### src/rtl/arch_defs_pkg.sv
// Shared control-path definitions for the SAP-2 CPU: fetch sequencer states
// and the architectural instruction-length limit.
package arch_defs_pkg;

    localparam int MAX_INSTR_BYTES = 3;

    typedef enum logic [2:0] {
        BOOT,
        INIT_SP,
        LATCH_ADDRESS,
        READ_BYTE,
        LATCH_BYTE,
        CHK_MORE_BYTES,
        EXECUTE,
        HALTED
    } fetch_state_t;

    function automatic logic is_fetch_state(input fetch_state_t s);
        return (s == LATCH_ADDRESS) || (s == READ_BYTE) ||
               (s == LATCH_BYTE)    || (s == CHK_MORE_BYTES);
    endfunction

endpackage

### src/rtl/operand_shift_reg.sv
// Operand byte lanes for the fetch sequencer. Lane k-1 is written when the
// write index equals k (byte 0 is the opcode and lives elsewhere).
module operand_shift_reg #(
    parameter int DATA_WIDTH = 8,
    parameter int NUM_LANES  = 2,
    parameter int IDX_W      = 2
) (
    input  logic                            clk,
    input  logic                            rst_n,
    input  logic                            clr_i,
    input  logic                            wr_en_i,
    input  logic [IDX_W-1:0]                wr_idx_i,
    input  logic [DATA_WIDTH-1:0]           wr_data_i,
    output logic [NUM_LANES*DATA_WIDTH-1:0] lanes_o
);

    logic [NUM_LANES*DATA_WIDTH-1:0] lanes_q;

    always_ff @(posedge clk or negedge rst_n) begin
        if (!rst_n) begin
            lanes_q <= '0;
        end else if (clr_i) begin
            lanes_q <= '0;
        end else if (wr_en_i) begin
            for (int k = 0; k < NUM_LANES; k++) begin
                if (wr_idx_i == IDX_W'(k + 1)) begin
                    lanes_q[k*DATA_WIDTH +: DATA_WIDTH] <= wr_data_i;
                end
            end
        end
    end

    assign lanes_o = lanes_q;

endmodule

### src/rtl/multi_byte_fetch_fsm.sv
// Variable-length instruction fetch sequencer: reads opcode plus operand bytes
// through the MAR, then hands off to the execute microsequencer.
module multi_byte_fetch_fsm
    import arch_defs_pkg::*;
#(
    parameter int                    ADDR_WIDTH   = 16,
    parameter int                    DATA_WIDTH   = 8,
    parameter int                    MAX_BYTES    = MAX_INSTR_BYTES,
    parameter logic [ADDR_WIDTH-1:0] RESET_VECTOR = ADDR_WIDTH'(16'hF000),
    parameter int                    LEN_W        = $clog2(MAX_BYTES + 1)
) (
    input  logic                              clk,
    input  logic                              reset,
    input  logic [LEN_W-1:0]                  instr_len,
    input  logic [DATA_WIDTH-1:0]             mem_rdata,
    input  logic                              mem_ready,
    input  logic                              exec_done,
    input  logic                              pc_load,
    input  logic [ADDR_WIDTH-1:0]             pc_load_value,
    input  logic                              halt_req,
    output logic [ADDR_WIDTH-1:0]             mem_addr,
    output logic                              mem_read,
    output logic [ADDR_WIDTH-1:0]             pc,
    output logic [DATA_WIDTH-1:0]             opcode,
    output logic [(MAX_BYTES-1)*DATA_WIDTH-1:0] operands,
    output logic                              init_sp,
    output logic                              exec_start,
    output logic                              fetch_busy,
    output logic                              halted,
    output logic                              len_error
);

    localparam logic [LEN_W-1:0] MAX_LEN = LEN_W'(MAX_BYTES);

    fetch_state_t            state_q, state_d;
    logic [ADDR_WIDTH-1:0]   pc_q, pc_d;
    logic [ADDR_WIDTH-1:0]   mem_addr_q, mem_addr_d;
    logic [DATA_WIDTH-1:0]   opcode_q, opcode_d;
    logic [LEN_W-1:0]        byte_idx_q, byte_idx_d;
    logic                    halted_q, halted_d;
    logic                    len_error_q, len_error_d;
    logic                    fetch_busy_q;
    logic                    op_clr, op_wr;

    always_ff @(posedge clk or negedge reset) begin
        if (!reset) begin
            state_q      <= BOOT;
            pc_q         <= '0;
            mem_addr_q   <= '0;
            opcode_q     <= '0;
            byte_idx_q   <= '0;
            halted_q     <= 1'b0;
            len_error_q  <= 1'b0;
            fetch_busy_q <= 1'b0;
        end else begin
            state_q      <= state_d;
            pc_q         <= pc_d;
            mem_addr_q   <= mem_addr_d;
            opcode_q     <= opcode_d;
            byte_idx_q   <= byte_idx_d;
            halted_q     <= halted_d;
            len_error_q  <= len_error_d;
            fetch_busy_q <= is_fetch_state(state_d);
        end
    end

    always_comb begin
        state_d     = state_q;
        pc_d        = pc_q;
        mem_addr_d  = mem_addr_q;
        opcode_d    = opcode_q;
        byte_idx_d  = byte_idx_q;
        halted_d    = halted_q;
        len_error_d = len_error_q;
        op_clr      = 1'b0;
        op_wr       = 1'b0;
        mem_read    = 1'b0;
        init_sp     = 1'b0;
        exec_start  = 1'b0;

        case (state_q)
            BOOT: begin
                pc_d    = RESET_VECTOR;
                state_d = INIT_SP;
            end
            INIT_SP: begin
                init_sp = 1'b1;
                state_d = LATCH_ADDRESS;
            end
            LATCH_ADDRESS: begin
                mem_addr_d = pc_q;
                // A new instruction must not inherit operands from the last one.
                op_clr     = (byte_idx_q == '0);
                state_d    = READ_BYTE;
            end
            READ_BYTE: begin
                mem_read = 1'b1;
                if (mem_ready) begin
                    state_d = LATCH_BYTE;
                end
            end
            LATCH_BYTE: begin
                if (byte_idx_q == '0) begin
                    opcode_d = mem_rdata;
                end else begin
                    op_wr = 1'b1;
                end
                pc_d       = pc_q + ADDR_WIDTH'(1);
                byte_idx_d = byte_idx_q + LEN_W'(1);
                state_d    = CHK_MORE_BYTES;
            end
            CHK_MORE_BYTES: begin
                // Length is decoded from the opcode, so it is valid from byte 0 on.
                if ((instr_len == '0) || (instr_len > MAX_LEN)) begin
                    len_error_d = 1'b1;
                    halted_d    = 1'b1;
                    state_d     = HALTED;
                end else if (byte_idx_q < instr_len) begin
                    state_d = LATCH_ADDRESS;
                end else begin
                    byte_idx_d = '0;
                    exec_start = 1'b1;
                    state_d    = EXECUTE;
                end
            end
            EXECUTE: begin
                if (exec_done) begin
                    if (pc_load) begin
                        pc_d = pc_load_value;
                    end
                    if (halt_req) begin
                        halted_d = 1'b1;
                        state_d  = HALTED;
                    end else begin
                        state_d = LATCH_ADDRESS;
                    end
                end
            end
            HALTED: begin
                state_d = HALTED;
            end
            default: begin
                state_d = BOOT;
            end
        endcase
    end

    operand_shift_reg #(
        .DATA_WIDTH (DATA_WIDTH),
        .NUM_LANES  (MAX_BYTES - 1),
        .IDX_W      (LEN_W)
    ) u_operands (
        .clk       (clk),
        .rst_n     (reset),
        .clr_i     (op_clr),
        .wr_en_i   (op_wr),
        .wr_idx_i  (byte_idx_q),
        .wr_data_i (mem_rdata),
        .lanes_o   (operands)
    );

    assign mem_addr   = mem_addr_q;
    assign pc         = pc_q;
    assign opcode     = opcode_q;
    assign fetch_busy = fetch_busy_q;
    assign halted     = halted_q;
    assign len_error  = len_error_q;

endmodule
### config.mk
export PLATFORM = sky130hd
export DESIGN_NAME = multi_byte_fetch_fsm
export DESIGN_NICKNAME = d
export VERILOG_FILES = /design/src/rtl/arch_defs_pkg.sv /design/src/rtl/operand_shift_reg.sv /design/src/rtl/multi_byte_fetch_fsm.sv
export SDC_FILE = /design/constraint.sdc
export NUM_CORES = 1
export LEC_CHECK = 0
export CORE_UTILIZATION = 51
export DETAILED_ROUTE_END_ITERATION = 12
export HOLD_SLACK_MARGIN = 0.06
export PLACE_DENSITY = 0.85
export SLEW_MARGIN = 5
export SYNTH_ARGS = -nofsm -noshare
export SYNTH_HDL_FRONTEND = slang
export SYNTH_HIERARCHICAL = 1
export SYNTH_SLANG_ARGS = --single-unit
### constraint.sdc
create_clock -name clk -period 2.9 [get_ports clk]
set_clock_uncertainty 0.05 [all_clocks]
set_input_delay 0.58 -clock clk [delete_from_list [all_inputs] [get_ports clk]]
set_output_delay 0.58 -clock clk [all_outputs]
set_load 0.005 [all_outputs]
==> summary.txt <==
Clock network fraction of total power: 21.1%
Final non-filler cell total: 474
First-pass GRT wire length: 12700 um
Worst skew pair latency: 0.35 ns
CORE AREA: 0.00599 mm^2
Initial antenna violation count: 0
Quantity of hold-fixing buffers added after cts: 0
RSZ-0062 raised after global routing: no
Top-level I/O count: 94
TritonCTS clock tree: done
Detail Placement HPWL: 5600 um
Synthesized area: 0.00321 mm^2
Startpoint Class: flip-flop
Rel. slew slack: 39.1%
Crit path from: state_q[1]
Share of layout cells above drive strength 1: 13.0%
Max-cap viol count: 0
Post-Syn Nets: 336
Switching Fraction: 32.7%
Seq/Total Area, Yosys: 50.0%
Inst Count DP: 458
Vias in the first global route: 2694
Synth Flop Type: dfrtp_1
Reg2reg start: state_q[2]
VDD IR max: 495 uV
Antenna Nets Post-Route: 0
Reg2reg path depth: 4
Unique masters post-synth: 44
Reg clk slew, reported paths: 0.07 ns
Yosys warns: 6
IO buf count: 93
Area growth syn-to-layout: 37.9%
Die Wd: 81.3 um
Worst Tran Pin Value: 0.914 ns
Placed Area: 0.00419 mm^2
Register Area: 0.00160 mm^2
Die ar.: 0.00661 mm^2
Ant. Diodes: 0
Tcrit/Tclk final: 86.0%
Die Ht: 81.3 um
Synthesized area per cell: 10.6 um^2
Routed wire length: 7960 um
Post-synth EDFFs: 0
GRT overflow: 0
Starting Density: 53.5%
Drt first pass iters: 4
Switching power: 1.35 mW
Area of the multi-input gates: 0.00149 mm^2
Clock root buffer: clkbuf_8
Pwr/cell area: 934 mW/mm^2
Post CTS Setup Buffer Count: 0
DR DRC count: 0
FP Rows: 28
Hold Path Class: in2async
Min Tclk post-route: 2.49 ns
Bufs on Longest Clock Path: 2
CTS Buf Count: 9
DR vias: 2739
GRT Total Usage: 25.9%
Commonest non-fill, non-tap cells in the layout: 91 x clkdlybuf4s50_1, 64 x dfrtp_1, 28 x nand2b_1
Logic pwr share: 39.7%
Vias per cell: 5.78
Initial DRC count: 143
Setup violations, final: 0
Synthesized instance count: 301
Post-route setup TNS: 0 ns
Seq pwr share: 39.2%
Final hold violation count: 0
Maximum fanout along the worst path: 22
Clk sinks: 64
Filler cell count: 423
Seq cells post-synth: 64
Cell leakage power: 1.92 nW
Post-Layout Inst Area: 0.00442 mm^2
CP arrival: 1.86 ns
Crit end category: output pin
Worst Path Required: 2.27 ns
GPL Wtd Cong: 0.865
Kind of critical path: reg2out
Routed len/inst: 16.8 um
Run status: complete, no violations
Layout net count: 429
Post-synth ARST share: 100%
H-tree depth reported by CTS: 3
Most common cell after layout, fill and taps aside: clkdlybuf4s50_1
Largest net degree at the start of global routing: 42
Max Fclk: 401 MHz
Final Max Slew Viols: 0
Post-cts sizing count: 0
Int Power: 2.78 mW
==> per-layer routing <==
layer	GRT usage [%]	vias to the layer above	routed length, um
met3	5.84	15	534
li1	-	1281	-
met4	11.3	0	149
met2	41.3	109	3890
met1	33.5	1334	3380
met5	0	-	0
==> path summary, 6_finish.rpt <==
check	slack, ns	end
worst max-delay path	0.41	mem_read
worst min-delay path	0.32	u_operands/lanes_o[6]
worst max register to register	0.69	u_operands/lanes_o[15]
worst min register to register	0.41	halted
max in group asynchronous	1.75	pc[5]
min in group clk	0.41	halted
==> kinds of logic after synthesis <==
logic type      count (synthesis)  synth area share (%)
compound gates                 65                  13.1
fa+ha+maj                       3                  1.17
buf+inv                        24                  3.67
flops                          64                  50.0
mux                            42                  14.1
simple gates                  103                  18.0
==> power groups by stage <==
stage,combinational [mW],clock [mW],sequential [mW]
detailed placement,1.64,0,1.63
global placement,1.58,0,1.61
finish,1.64,0.872,1.62
floorplan,0.797,0,1.52
CTS,1.65,0.886,1.62
global route,1.80,0.923,1.68
==> critical path: stages (launching register included) <==
cell and delay, ns:
dfrtp_1 0.71, and3b_1 0.29, clkdlybuf4s50_1 0.52
==> Yosys cell counts (2+ instances only) <==
cell type  instances  share of area, %
nor2b_1            4              0.78
nor3b_1            3              0.70
and2_1             4              0.78
a21oi_1           12               1.9
buf_6              2              0.70
a31oi_1            3              0.59
o21ai_0           21               3.3
o211ai_1           5               1.2
a31o_2             2              0.55
a221oi_1           3              0.82
nor2_1            14               1.6
nor3_1             3              0.47
or4_1              3              0.70
nand4_1            5              0.98
a22oi_1            3              0.70
mux2i_1           18               5.6
nand2b_1          28               5.5
o2bb2ai_1          2              0.55
and3_1             5              0.98
and4_1             2              0.55
dfrtp_1           64                50
o31a_1             2              0.55
clkbuf_1           8              0.94
ha_1               3               1.2
nand2_1           15               1.8
mux2_2            24               8.4
and3b_1            3              0.82
buf_2              7               1.1
inv_1              5              0.59
nand3_1           11               1.7
a32oi_1            4               1.1
==> flip-flops by register name, summed over array words and instances (netlist names) <==
signal and cells:
mem_addr 16, state_q 3, len_error 1, opcode 8, byte_idx_q 2, pc 16
u_operands/lanes_o 16, halted 1, fetch_busy 1
==> area by class of cell <==
class / instances / share of cell area [%]
sequential: 64 / 36.2
multi-input combinational: 213 / 33.6
timing repair buffer: 101 / 22.4
clock buffer: 10 / 3.11
tap: 75 / 2.12
clock inverter: 6 / 2.10
inverter: 5 / 0.425
==> stage by stage <==
| stage | worst slack, ns | utilization [%] | hold slack, ns | power (mW) |
|---|---|---|---|---|
| after global placement | 0.0878 | 69.9 | 0.389 | 3.19 |
| after global routing | 0.291 | 73.8 | 0.380 | 4.41 |
| after detailed placement | 0.0417 | 69.9 | 0.393 | 3.27 |
| after floorplan | 0.993 | - | 0.234 | 2.32 |
| final | 0.406 | 73.8 | 0.317 | 4.13 |
| after CTS | 0.0327 | 73.7 | 0.339 | 4.16 |
No activity file was read; power rests on OpenSTA's default activity.
